**src/rtl/gray_stream_convert.sv**
```systemverilog
// Pixel-stream converter between an FWFT input FIFO and an output FIFO:
// RGB passthrough, 8-bit luma or replicated luma, with frame/line accounting.
module gray_stream_convert #(
  parameter int MODE            = 1,
  parameter int PIXELS_PER_WORD = 1,
  parameter int IMG_WIDTH       = 720,
  parameter int IMG_HEIGHT      = 540,
  parameter int COEF_R          = 77,
  parameter int COEF_G          = 150,
  parameter int COEF_B          = 29,
  parameter int DWIDTH_IN       = 24 * PIXELS_PER_WORD,
  parameter int DWIDTH_OUT      = (MODE == 1 ? 8 : 24) * PIXELS_PER_WORD
) (
  input  logic                  clock,
  input  logic                  reset,
  input  logic                  enable,
  input  logic [DWIDTH_IN-1:0]  in_dout,
  input  logic                  in_empty,
  output logic                  in_rd_en,
  output logic [DWIDTH_OUT-1:0] out_din,
  input  logic                  out_full,
  output logic                  out_wr_en,
  output logic                  frame_done,
  output logic [15:0]           frame_count,
  output logic                  busy
);
  localparam int PPW    = PIXELS_PER_WORD;
  localparam int COLS   = IMG_WIDTH / PPW;
  localparam int COL_W  = (COLS > 1) ? $clog2(COLS) : 1;
  localparam int LINE_W = (IMG_HEIGHT > 1) ? $clog2(IMG_HEIGHT) : 1;
  localparam logic [COL_W-1:0]  LAST_COL  = COL_W'(COLS - 1);
  localparam logic [LINE_W-1:0] LAST_LINE = LINE_W'(IMG_HEIGHT - 1);

  logic                  advance, last_col, last_line;
  logic                  run_q, run_d;
  logic                  s0_valid_q, s0_valid_d;
  logic                  s1_valid_q, s1_valid_d;
  logic                  s2_valid_q, s2_valid_d;
  logic [DWIDTH_IN-1:0]  s0_data_q, s0_data_d;
  logic [DWIDTH_OUT-1:0] s2_data_q, s2_data_d;
  logic [COL_W-1:0]      col_q, col_d;
  logic [LINE_W-1:0]     line_q, line_d;
  logic [15:0]           frame_count_q, frame_count_d;
  wire  [DWIDTH_OUT-1:0] s2_fmt;

  // run_q keeps the first cycle after reset free of pops so every output reads zero there.
  always_comb begin
    advance     = !out_full;
    in_rd_en    = reset & run_q & enable & !in_empty & advance;
    out_wr_en   = s2_valid_q & !out_full;
    last_col    = (col_q == LAST_COL);
    last_line   = (line_q == LAST_LINE);
    frame_done  = out_wr_en & last_col & last_line;
    busy        = s0_valid_q | s1_valid_q | s2_valid_q | (col_q != '0) | (line_q != '0);
    out_din     = s2_data_q;
    frame_count = frame_count_q;
  end

  always_comb begin
    run_d      = 1'b1;
    s0_valid_d = s0_valid_q;
    s1_valid_d = s1_valid_q;
    s2_valid_d = s2_valid_q;
    s0_data_d  = s0_data_q;
    s2_data_d  = s2_data_q;
    if (advance) begin
      s0_valid_d = in_rd_en;
      s1_valid_d = s0_valid_q;
      s2_valid_d = s1_valid_q;
      if (in_rd_en)   s0_data_d = in_dout;
      if (s1_valid_q) s2_data_d = s2_fmt;
    end
  end

  always_comb begin
    col_d         = col_q;
    line_d        = line_q;
    frame_count_d = frame_count_q;
    if (out_wr_en) begin
      if (last_col) begin
        col_d = '0;
        if (last_line) begin
          line_d        = '0;
          frame_count_d = frame_count_q + 16'd1;
        end else begin
          line_d = line_q + 1'b1;
        end
      end else begin
        col_d = col_q + 1'b1;
      end
    end
  end

  always_ff @(posedge clock) begin
    if (!reset) begin
      run_q         <= 1'b0;
      s0_valid_q    <= 1'b0;
      s1_valid_q    <= 1'b0;
      s2_valid_q    <= 1'b0;
      s0_data_q     <= '0;
      s2_data_q     <= '0;
      col_q         <= '0;
      line_q        <= '0;
      frame_count_q <= '0;
    end else begin
      run_q         <= run_d;
      s0_valid_q    <= s0_valid_d;
      s1_valid_q    <= s1_valid_d;
      s2_valid_q    <= s2_valid_d;
      s0_data_q     <= s0_data_d;
      s2_data_q     <= s2_data_d;
      col_q         <= col_d;
      line_q        <= line_d;
      frame_count_q <= frame_count_d;
    end
  end

  if (MODE == 0) begin : g_pass
    logic [DWIDTH_IN-1:0] s1_data_q, s1_data_d;

    always_comb begin
      s1_data_d = s1_data_q;
      if (advance && s0_valid_q) s1_data_d = s0_data_q;
    end

    always_ff @(posedge clock) begin
      if (!reset) s1_data_q <= '0;
      else        s1_data_q <= s1_data_d;
    end

    assign s2_fmt = s1_data_q;
  end else begin : g_luma
    localparam logic [15:0] CR = {8'd0, 8'(COEF_R)};
    localparam logic [15:0] CG = {8'd0, 8'(COEF_G)};
    localparam logic [15:0] CB = {8'd0, 8'(COEF_B)};
    logic [PPW-1:0][15:0] prod_r_q, prod_r_d;
    logic [PPW-1:0][15:0] prod_g_q, prod_g_d;
    logic [PPW-1:0][15:0] prod_b_q, prod_b_d;

    // Pixel i sits MSB-first; within a pixel the byte order is B, G, R from the top.
    always_comb begin
      prod_r_d = prod_r_q;
      prod_g_d = prod_g_q;
      prod_b_d = prod_b_q;
      if (advance && s0_valid_q) begin
        for (int i = 0; i < PPW; i++) begin
          prod_b_d[i] = 16'(s0_data_q[DWIDTH_IN-1-24*i -: 8]) * CB;
          prod_g_d[i] = 16'(s0_data_q[DWIDTH_IN-9-24*i -: 8]) * CG;
          prod_r_d[i] = 16'(s0_data_q[DWIDTH_IN-17-24*i -: 8]) * CR;
        end
      end
    end

    always_ff @(posedge clock) begin
      if (!reset) begin
        prod_r_q <= '0;
        prod_g_q <= '0;
        prod_b_q <= '0;
      end else begin
        prod_r_q <= prod_r_d;
        prod_g_q <= prod_g_d;
        prod_b_q <= prod_b_d;
      end
    end

    for (genvar g = 0; g < PPW; g++) begin : g_pix
      logic [9:0] scaled;
      logic [7:0] gray;
      assign scaled = 10'((18'(prod_r_q[g]) + 18'(prod_g_q[g]) + 18'(prod_b_q[g])) >> 8);
      assign gray   = (scaled > 10'd255) ? 8'hFF : scaled[7:0];
      if (MODE == 1) begin : g_y
        assign s2_fmt[DWIDTH_OUT-1-8*g -: 8] = gray;
      end else begin : g_rgb
        assign s2_fmt[DWIDTH_OUT-1-24*g -: 24] = {3{gray}};
      end
    end
  end

endmodule

```
**config.mk**
```make
export PLATFORM = sky130hd
export DESIGN_NAME = gray_stream_convert
export DESIGN_NICKNAME = d
export VERILOG_FILES = /design/src/rtl/gray_stream_convert.sv
export SDC_FILE = /design/constraint.sdc
export NUM_CORES = 1
export LEC_CHECK = 0
export ABC_AREA = 1
export CORE_ASPECT_RATIO = 1.25
export CORE_MARGIN = 8
export CORE_UTILIZATION = 45
export CTS_CLUSTER_SIZE = 8
export DETAILED_ROUTE_END_ITERATION = 10
export HOLD_SLACK_MARGIN = 0.02
export MAX_ROUTING_LAYER = met4
export PLACE_DENSITY = 0.72
export SLEW_MARGIN = 20
export SYNTH_ARGS = -nofsm -noshare
export SYNTH_HDL_FRONTEND = slang
export SYNTH_SLANG_ARGS = --single-unit
```
**constraint.sdc**
```tcl
create_clock -name clock -period 3.4 [get_ports clock]
set_input_delay 0.68 -clock clock [delete_from_list [all_inputs] [get_ports clock]]
set_output_delay 0.68 -clock clock [all_outputs]
set_load 0.01 [all_outputs]
```
Word level (Yosys, flattened, before mapping)

Index checks and enable logic that the tools add are counted.

$add $sub $neg: 5
Multiply operators: 3
$lt $le $gt $ge: 1
Equal/unequal tests: 2
Muxes and demuxes: 4
Bitwise logic cells: 12
Reductions and logical operators: 9

Operator list:

| cell                  | number |
|---|---|
| $mul 8x7->15 const B  | 2 |
| $add 10x1->10 const B | 2 |
| $eq 10x10->1 const B  | 2 |
| $mux 10               | 2 |
| $reduce_bool 10->1    | 2 |
| $add 17x13->18        | 1 |
| $add 15x16->17        | 1 |
| $add 16x1->16 const B | 1 |
| $mul 8x5->13 const B  | 1 |
| $gt 10x8->1 const B   | 1 |
| $mux 8                | 1 |
| $and 1x1->1           | 7 |
| $reduce_and 2->1      | 3 |
| $or 1x1->1            | 4 |
| $reduce_and 3->1      | 1 |
| $logic_not 1->1       | 2 |
| $logic_and 1x1->1     | 1 |
| $mux 1                | 1 |
| $not 1->1             | 1 |

Flip-flop bits (word level): 115
Bits of input ports: 29
Output and inout bits: 28
Word-level logic and storage cells: 48

Depth between registers and ports, before layout

Gate-level depths: netlist of the first run.

Depth after elaboration: 5
Mapped depth: 17
Depth with buffers taken out: 17

Worst setup path before layout of the first run

Ideal clock, no wire load.

Path type: register -> register
From: register s0_data_q[4]
To: register g_luma.prod_r_q[12] (netlist bit)
Library setup time: 0.109 ns
Data arrival time: 2.938 ns
Required time: 3.291 ns
Path slack: 0.353 ns
Stages on the path, launching flop included: 16
Path buffers: 0
Period minus slack after synthesis: 3.047 ns
Path through: dfxtp_1 > ha_1 > ha_1 > inv_1 > fa_1 > fa_1 > inv_1 > ha_1 > nand2_1 > nand2_1 > o21ai_0 > nand3_1 > nand2_1 > nand3_1 > nand2_1 > inv_1

Word-level cells in the longest chain between the ends: 1

Ends and longest elaborated chain:

| item                   | RTL line | source |
|---|---|---|
| start, declared        | 39       | `logic [DWIDTH_IN-1:0] s0_data_q, s0_data_d;` |
| start signal, assigned | 110      | `s0_data_q <= s0_data_d;` |
| $mul 8x7->15           | 149      | `prod_r_d[i] = 16'(s0_data_q[DWIDTH_IN-17-24*i -: 8]) * CR;` |
| end signal, assigned   | 160      | `prod_r_q <= prod_r_d;` |
| end, declared          | 136      | `logic [PPW-1:0][15:0] prod_r_q, prod_r_d;` |

Every way passes these cells.
A chain may end at the register's enable or synchronous reset.

Final worst setup path of the first run

Same ends and word-level chain as after synthesis.

==> flow_summary_export.csv, run 1 <==
group,metric,value,unit
worst_setup_path,r2r-end,"g_luma.prod_r_q[12]$_SDFFE_PN0P_",
worst_setup_path,cp_max_fo,5,
clock_network,cts-root-buf,"clkbuf_16",
drt,via_per_inst,4.93,
sta,fin_skew,11.2,ps
logic_synthesis,synth_seq_cells,115,
logic_synthesis,netlist.area_leader.share,25.5,%
logic_synthesis,synthSimpleGateAreaFrac,25.1,%
sta,hold_violations,0,
logic_synthesis,synthAdderAreaFrac,25.0,%
power,power_density,318,nW/um2
drt,drt_iter0_markers,420,
worst_setup_path,cp_top_family,"adder cells",
logic_synthesis,ys.flop_type,"dfxtp_1",
hold_path,hp-start,"s1_valid_q$_SDFFE_PN0N_",
clock_network,cts_buffers,17,
worst_setup_path,critPathKind,"reg2reg",
clock_network,cts_setup_buffers,0,
layout,final_cell_area,10500,um2
logic_synthesis,synth_most_common_cell,"nand2_1",
logic_synthesis,ys_types,37,
worst_setup_path,cpPeakStageDelay,510,ps
clock_network,h-tree-depth,4,
logic_synthesis,synth_top_area_cell,"dfxtp_1",
layout,final_layout_size_suffix_gt1_share,4.73,%
logic_synthesis,synth_fp_nets,1464,
floorplan,ioPinCount,57,
floorplan,rows,58,
clock_network,ctsHoldBuffers,0,
power,vdd_drop_max,0.000492,V
worst_setup_path,cp_data_arrival_time,3540,ps
layout,utilization,52.7,%
drt,routed_wl,21100,um
worst_setup_path,regToRegSetupSlack,160,ps
worst_setup_path,cpMaxStageDelayCell,"fa_1",
power,power.leakage,5.38,nW
logic_synthesis,synth-seq-area-share,25.5,%
clock_network,clkTransAtPathRegs,60,ps
layout,area_growth,16.3,%
layout,final_nets,1527,
logic_synthesis,ys_async_sr_fraction,0,%
layout,finalNonFillerCells,1624,
run,cap_violations,0,
layout,n_antenna_cell,0,
run_status,status,"finished clean",
grt,grt_max_degree,62,
sta,post-route-period-util,95.2,%
clock_network,cts.sinks,115,
layout,fill_cells,1982,
worst_setup_path,cp-start-kind,"flip-flop",
drt,post-route-drc-count,0,
grt,grt_usage,18.1,%
sta,max_freq,309,MHz
floorplan,die_h,174,um
layout,multi_input_area,5720,um2
worst_setup_path,worstPathCellList,"ha_1, ha_1, inv_1, fa_1, fa_1, inv_1, ha_1, nand2_1, nand2_1, o21ai_2, nand3_1, nand2_1, nand3_1, nand2_1, inv_1",
drt,antenna_left,0,
logic_synthesis,syn_area,9020,um2
logic_synthesis,yosys-top-cells-count,"nand2_1, inv_1, nor2_1",
grt,grt_pass1_wl,35600,um
worst_setup_path,critical_path_buf_inv_count,3,
hold_path,min_to,"s1_valid_q$_SDFFE_PN0N_",
placement,place_area,9920,um2
clock_network,cts_tree,"yes",
grt,antenna_found_initial,0,
worst_setup_path,cp-end-kind,"flip-flop",
drt,vias,8008,
hold_path,min_path_cells,2,
placement,place_inst,1592,
logic_synthesis,synth_edf_count,0,
worst_setup_path,crit_required,3710,ps
logic_synthesis,synth_top_family_by_area,"simple AND/OR/NAND/NOR gates",
grt,first_global_vias,7696,
sta,tightest_slew,654,ps
placement,dp_hpwl,16700,um
drt,first_pass_iters,7,
logic_synthesis,syn_avg_cell_area,7.05,um2
grt,grt_overflow,0,
logic_synthesis,synth_mux_area_share,0,%
floorplan,dieArea,24800,um2
logic_synthesis,synth_top_cells_by_area,"dfxtp_1, ha_1, nand2_1, inv_1, fa_1",
worst_setup_path,r2r_cells,15,
floorplan,coreArea,19900,um2
sta,slew_violations,0,
logic_synthesis,synth_xor_area_share,2.82,%
logic_synthesis,synth_compound_area_share,10.4,%
placement,port_buffers,56,
hold_path,hold_class,"reg2reg",
sta,slew_headroom,56.4,%
logic_synthesis,netlist_instances,1278,
clock_network,clk_latency,420,ps
sta,finalSetupViolCount,0,
sta,finalSetupTns,0,ps
drt,drt-wirelength-per-cell,13.0,um
worst_setup_path,crit_top_cell,"nand2_1",
sta,rsz0062_at_grt,"yes",
clock_network,clk_path_buf_depth,2,
floorplan,initial_core_util,45.3,%
layout,seq_area,2300,um2
placement,routabilityCongestion,0.934,
worst_setup_path,rr_startpoint,"s0_data_q[4]$_SDFFE_PN0P_",
sta,period_minus_slack,3240,ps
floorplan,die_x,143,um
logic_synthesis,yosys_warnings,0,
## state kept, by name (all words and copies together) (netlist names)
signal / flops
g_luma.prod_g_q: 15
s2_valid_q: 1
s0_valid_q: 1
col_q: 10
g_luma.prod_b_q: 13
line_q: 10
s0_data_q: 24
g_luma.prod_r_q: 15
out_din: 8
frame_count: 16
run_q: 1
s1_valid_q: 1
## where the power goes
part	total (W)	switching [W]	internal, W
clock	0.00169	0.000633	0.00106
sequential	0.00139	0.0000186	0.00137
combinational	0.000257	0.000148	0.000109
## worst max-delay path by stage
stage                                    startpoint                          endpoint  slack (ps)  cells after the start
after floorplan           s0_data_q[4]$_SDFFE_PN0P_  g_luma.prod_r_q[12]$_SDFFE_PN0P_         350                     15
after global placement    s0_data_q[4]$_SDFFE_PN0P_  g_luma.prod_r_q[12]$_SDFFE_PN0P_         170                     15
after detailed placement  s0_data_q[4]$_SDFFE_PN0P_  g_luma.prod_r_q[12]$_SDFFE_PN0P_          70                     15
after CTS                 s0_data_q[4]$_SDFFE_PN0P_  g_luma.prod_r_q[12]$_SDFFE_PN0P_          40                     15
after global routing      s0_data_q[4]$_SDFFE_PN0P_  g_luma.prod_r_q[13]$_SDFFE_PN0P_         -20                     15
final                     s0_data_q[4]$_SDFFE_PN0P_  g_luma.prod_r_q[12]$_SDFFE_PN0P_         160                     15
## cells in the final DEF, fill, tap and decap left out, drive strengths merged, types with 3 or more instances in the layout
cell type / instances
nor4: 3
nand3: 91
nor3: 17
clkinvlp: 4
xor2: 18
fa: 38
inv: 239
dfxtp: 115
ha: 119
a21boi: 4
nor3b: 3
xnor2: 11
nand4: 22
a21oi: 85
buf: 15
clkdlybuf4s50: 55
a31oi: 4
o21bai: 4
nand2: 253
o21ai: 73
clkinv: 6
clkbuf: 23
nor2: 139
## kinds of logic (layout without fill, tap and decap cells)
group           after synthesis  after routing
simple gates                532            532
buf+inv                     267            343
compound gates              178            178
fa+ha+maj                   157            157
flops                       115            115
xor+xnor                     29             29
## per-layer routing
metal	wire length, um	GRT usage [%]
met5	0	-
met4	721	8.43
met3	738	3.27
met2	10300	30.3
met1	9380	20.4
## tightest hold or removal path, stage by stage (launching register included)
cell and delay, ps:
dfxtp_1 320, nand2_1 60, a21oi_1 50
## through the flow
step	setup WS, ps	hold slack, ps	power, W
after floorplan	353	443	0.00157
after global placement	168	459	0.00167
after detailed placement	74.8	477	0.00167
after CTS	38.8	485	0.00336
after global routing	-20.8	506	0.00347
final	164	487	0.00333
## cell type report
type,instances,share of cell area (%)
clock inverter,9,0.764
tap,270,3.22
timing repair buffer,70,6.30
inverter,241,8.63
clock buffer,23,4.56
sequential,115,22.0
multi-input combinational,896,54.5
## repair_timing
item / CTS / global route
setup endpoints to repair: 1 / 7
gates resized for setup: 1 / 7
pin swaps: 0 / 0
cloned: 0 / 0
(Power assumes the default switching activity.)
==> run 2: changes to the inputs <==
- RECOVER_POWER: not set -> 50
==> flow_summary_export.csv, run 2 (synthesis gave the netlist of run 1 again) <==
group,metric,value,unit
run_status,status,"finished clean",
worst_setup_path,cp_data_arrival_time,3540,ps
grt,grt_pass1_wl,35600,um
power,power.leakage,5.43,nW
sta,finalSetupViolCount,0,
drt,drt-wirelength-per-cell,13.0,um
clock_network,cts_setup_buffers,0,
power,power_frac_comb,7.6,%
grt,grt_overflow,0,
sta,post-route-period-util,95.2,%
floorplan,die_h,174,um
worst_setup_path,critPathKind,"reg2reg",
drt,wl_met2,10400,um
grt,grt_max_degree,62,
sta,max_freq,309,MHz
layout,final_cell_mix,"nand2_1, inv_1, nor2_1",
drt,via_per_inst,4.94,
floorplan,die_x,143,um
worst_setup_path,crit_required,3710,ps
layout,final_cell_area,10500,um2
layout,largest_register_ffs,24,
drt,first_pass_iters,7,
drt,post-route-drc-count,0,
placement,pre_cts_ws,74.8,ps
clock_network,h-tree-depth,4,
sta,finalWorstSetupSlack,163,ps
power,intPower,0.00253,W
hold_path,hold_class,"reg2reg",
power,p_seq_share,41.6,%
layout,area_growth,15.9,%
drt,wl_met1,9280,um
power,power_density,319,nW/um2
clock_network,cts.sinks,115,
drt,routed_wl,21100,um
sta,slew_violations,0,
grt,first_global_vias,7696,
power,p_clk_share,50.8,%
layout,final_nets,1527,
clock_network,clk_latency,420,ps
layout,largest-register,"s0_data_q",
sta,finalSetupTns,0,ps
clock_network,cts_buffers,17,
floorplan,dieArea,24800,um2
sta,slew_headroom,2.31,%
worst_setup_path,cp-end-kind,"flip-flop",
drt,highest_layer,"met4",
floorplan,initial_core_util,45.3,%
run,cap_violations,0,
clock_network,clk_path_buf_depth,2,
grt,antenna_found_initial,0,
placement,routabilityCongestion,0.934,
sta,tightest_slew,1470,ps
layout,n_antenna_cell,0,
sta,period_minus_slack,3240,ps
power,p_sw_share,24.1,%
drt,vias,8021,
sta,hold_violations,0,
clock_network,cts_tree,"yes",
placement,dp_hpwl,16700,um
sta,rsz0062_at_grt,"yes",
clock_network,ctsHoldBuffers,0,
sta,fin_skew,10.6,ps
drt,antenna_left,0,
worst_setup_path,cp-start-kind,"flip-flop",
layout,fill_cells,1990,
layout,final_layout_size_suffix_gt1_share,3.91,%
drt,drt_iter0_markers,389,
floorplan,rows,58,
clock_network,clkTransAtPathRegs,60,ps
power,vdd_drop_max,0.000492,V
power,power.switching,0.000803,W
grt,grt_usage,18.1,%
floorplan,ioPinCount,57,
worst_setup_path,cp_max_fo,5,
layout,layout_commonest_cell,"nand2_1",
floorplan,coreArea,19900,um2
drt,wl_met3,725,um
clock_network,cts-root-buf,"clkbuf_16",
placement,port_buffers,56,
placement,place_area,9920,um2
## run 2: cell type report
| type | instances | area (um2) | area share (%) |
|---|---|---|---|
| Tap cell | 270 | 338 | 3.23 |
| Timing Repair Buffer | 70 | 644 | 6.17 |
| Inverter | 241 | 905 | 8.66 |
| Sequential cell | 115 | 2300 | 22.1 |
| Clock inverter | 9 | 80.1 | 0.766 |
| Multi-Input combinational cell | 896 | 5700 | 54.6 |
| Clock buffer | 23 | 478 | 4.57 |
## run 2: power groups by stage
stage	Combinational [W]	Sequential [W]	Clock [W]
after global routing	0.000293	0.00139	0.00179
after CTS	0.000260	0.00139	0.00172
after floorplan	0.000167	0.00141	0
final	0.000254	0.00139	0.00169
after detailed placement	0.000257	0.00141	0
after global placement	0.000252	0.00141	0
## run 2: critical path, stage by stage, from the launching register on
cell and delay [ps]:
dfxtp_2 350, ha_1 310, ha_1 270, inv_1 50
fa_1 490, fa_1 510, inv_1 40, ha_1 340
nand2_1 90, nand2_1 100, o21ai_2 170, nand3_1 120
nand2_1 100, nand3_1 80, nand2_1 80, inv_1 40
## run 2: stage by stage
stage	hold WS [ps]	utilization (%)	total power, W	cells
6_report	485	52.6	0.00333	1624
2_1_floorplan	443	-	0.00157	1278
3_3_place_gp	459	49.9	0.00167	1592
4_1_cts	485	52.7	0.00336	1624
5_1_grt	506	52.6	0.00347	1624
3_5_place_dp	477	49.9	0.00167	1592
## run 2: layer usage
| layer | up-vias | GRT usage [%] |
|---|---|---|
| li1 | 4200 | - |
| met4 | 0 | 8.43 |
| met5 | - | - |
| met2 | 153 | 30.3 |
| met1 | 3627 | 20.4 |
| met3 | 41 | 3.27 |
## run 2: worst paths after layout
check,start,end,slack (ps),cells after the start
worst max register to register,s0_data_q[4]$_SDFFE_PN0P_,g_luma.prod_r_q[12]$_SDFFE_PN0P_,160,15
worst max-delay path,s0_data_q[4]$_SDFFE_PN0P_,g_luma.prod_r_q[12]$_SDFFE_PN0P_,160,15
worst min register to register,s1_valid_q$_SDFFE_PN0N_,s1_valid_q$_SDFFE_PN0N_,490,2
worst min-delay path,s1_valid_q$_SDFFE_PN0N_,s1_valid_q$_SDFFE_PN0N_,490,2
## run 2: what timing repair did
item	in CTS	in global routing
resized for setup	1	7
endpoints found under the setup margin	1	7
pin swaps	0	0
==> run 3: changes to the inputs <==
- clock period: 3.4 -> 3.3 ns (I/O delays scaled with it)
==> flow_summary_export.csv, run 3 (synthesis gave the netlist of run 1 again) <==
group,metric,value,unit
worst_setup_path,cp-start-kind,"flip-flop",
sta,post-route-period-util,94.1,%
floorplan,coreArea,19900,um2
layout,multi_input_area,5760,um2
worst_setup_path,cpPeakStageDelay,530,ps
grt,grt_max_degree,62,
clock_network,cts-root-buf,"clkbuf_16",
clock_network,clk_path_buf_depth,2,
grt,grt_overflow,0,
worst_setup_path,cpMaxStageDelayCell,"fa_1",
grt,grt_usage,18.2,%
sta,finalSetupTns,0,ps
placement,pre_cts_ws,56.8,ps
drt,post-route-drc-count,0,
power,power_frac_comb,7.3,%
grt,antenna_found_initial,0,
run_status,status,"complete, but fails checks",
sta,fin_skew,8.22,ps
sta,finalSetupViolCount,0,
placement,port_buffers,56,
worst_setup_path,cp-end-kind,"flip-flop",
floorplan,die_x,143,um
run_status,violations,"max-capacitance violations, max-slew violations",
power,p_sw_share,24.0,%
sta,rsz0062_at_grt,"no",
drt,via_per_inst,4.94,
layout,fill_cells,1958,
sta,tightest_slew,1580,ps
placement,place_area,9930,um2
power,power.leakage,5.46,nW
clock_network,cts_buffers,17,
layout,seq_area,2310,um2
sta,slew_violations,38,
layout,area_growth,17.6,%
sta,max_freq,322,MHz
worst_setup_path,critical_path_buf_inv_count,4,
layout,final_layout_size_suffix_gt1_share,5.68,%
hold_path,hold_class,"reg2reg",
drt,first_pass_iters,5,
power,p_clk_share,54.2,%
worst_setup_path,regToRegSetupSlack,190,ps
floorplan,initial_core_util,45.3,%
placement,routabilityCongestion,0.944,
sta,hold_violations,0,
worst_setup_path,worstPathCellList,"ha_1, ha_1, inv_1, fa_1, inv_1, ha_1, ha_1, inv_1, o21ai_0, a21boi_0, nand3_1, nand2_1, nand3_1, nand2_1, inv_1",
clock_network,cts.sinks,115,
floorplan,rows,58,
power,p_seq_share,38.5,%
worst_setup_path,crit_required,3620,ps
worst_setup_path,cp_data_arrival_time,3430,ps
clock_network,cts_tree,"yes",
grt,grt_pass1_wl,36200,um
drt,antenna_left,0,
drt,vias,8026,
floorplan,ioPinCount,57,
layout,largest-register,"s0_data_q",
layout,finalNonFillerCells,1625,
clock_network,clk_latency,420,ps
run,cap_violations,1,
layout,n_antenna_cell,0,
worst_setup_path,cp_max_fo,4,
drt,drt-wirelength-per-cell,12.8,um
worst_setup_path,cp_top_family,"adder cells",
power,vdd_drop_max,0.000367,V
clock_network,h-tree-depth,4,
clock_network,clkTransAtPathRegs,60,ps
grt,first_global_vias,8105,
power,power_density,349,nW/um2
drt,routed_wl,20900,um
placement,dp_hpwl,16200,um
floorplan,die_h,174,um
layout,final_cell_mix,"nand2_1, inv_1, nor2_1",
placement,place_inst,1593,
power,intPower,0.00282,W
sta,period_minus_slack,3110,ps
layout,layout_commonest_cell,"nand2_1",
worst_setup_path,critPathKind,"reg2reg",
power,power.switching,0.000891,W
drt,drt_iter0_markers,444,
layout,final_nets,1528,
layout,largest_register_ffs,24,
sta,finalWorstSetupSlack,194,ps
floorplan,dieArea,24800,um2
sta,slew_headroom,-5.35,%
layout,final_cell_area,10600,um2
-- run 3: cell types whose count changed in the layout (fill, tap and decap cells not counted), sizes merged --
cell and change:
bufinv +3, clkbuf -4, clkdlybuf4s50 +1, clkinv -1, dlygate4sd3 -1, inv +3
-- run 3: worst paths after layout --
path / start / to / cells after the start
setup reg to reg: s0_data_q[7]$_SDFFE_PN0P_ / g_luma.prod_r_q[12]$_SDFFE_PN0P_ / 15
hold reg to reg: g_luma.prod_b_q[1]$_SDFFE_PN0P_ / g_luma.prod_b_q[1]$_SDFFE_PN0P_ / 2
setup / recovery: s0_data_q[7]$_SDFFE_PN0P_ / g_luma.prod_r_q[12]$_SDFFE_PN0P_ / 15
hold / removal: g_luma.prod_b_q[1]$_SDFFE_PN0P_ / g_luma.prod_b_q[1]$_SDFFE_PN0P_ / 2
-- run 3: power by group through the flow --
stage | Sequential [W] | Clock, W | Combinational [W]
CTS | 0.00143 | 0.00204 | 0.000268
global route | 0.00143 | 0.00211 | 0.000311
detailed placement | 0.00146 | 0 | 0.000265
global placement | 0.00146 | 0 | 0.000261
floorplan | 0.00145 | 0 | 0.000172
finish | 0.00143 | 0.00201 | 0.000270
-- run 3: repair_timing --
action	4_1_cts	5_1_grt
buffers inserted	0	0
gates resized for setup	0	26
hold buffers	0	0
endpoints found under the setup margin	0	16
-- run 3: worst min-delay path: cells and delay by family, from the launching register on --
family                 cells  cell delay, ps
buffers and inverters      1              70
DFF                        1             300
AOI/OAI and AO/OA          1              60
-- run 3: stage by stage --
stage | utilization (%) | power [W] | hold slack, ps
2_1_floorplan | - | 0.00162 | 443
3_3_place_gp | 49.9 | 0.00172 | 460
3_5_place_dp | 49.9 | 0.00172 | 473
4_1_cts | 53.1 | 0.00374 | 482
5_1_grt | 53.3 | 0.00385 | 498
6_report | 53.3 | 0.00371 | 479
-- run 3: area by class of cell --
cell class / count / area share [%]
Tap cell: 270 / 3.19
Sequential cell: 115 / 21.8
Timing Repair Buffer: 71 / 6.11
Multi-Input combinational cell: 896 / 54.3
Clock buffer: 18 / 4.14
Clock inverter: 14 / 1.91
Inverter: 241 / 8.53
-- run 3: metal layers --
| metal | vias to the layer above | routed length (um) | track usage, % | part of all wire [%] |
|---|---|---|---|---|
| met1 | 3618 | 9130 | 20.2 | 44 |
| li1 | 4200 | - | - | - |
| met3 | 53 | 808 | 3.90 | 3.9 |
| met2 | 155 | 10100 | 30.8 | 49 |
| met4 | 0 | 773 | 7.99 | 3.7 |
| met5 | - | 0 | - | 0 |
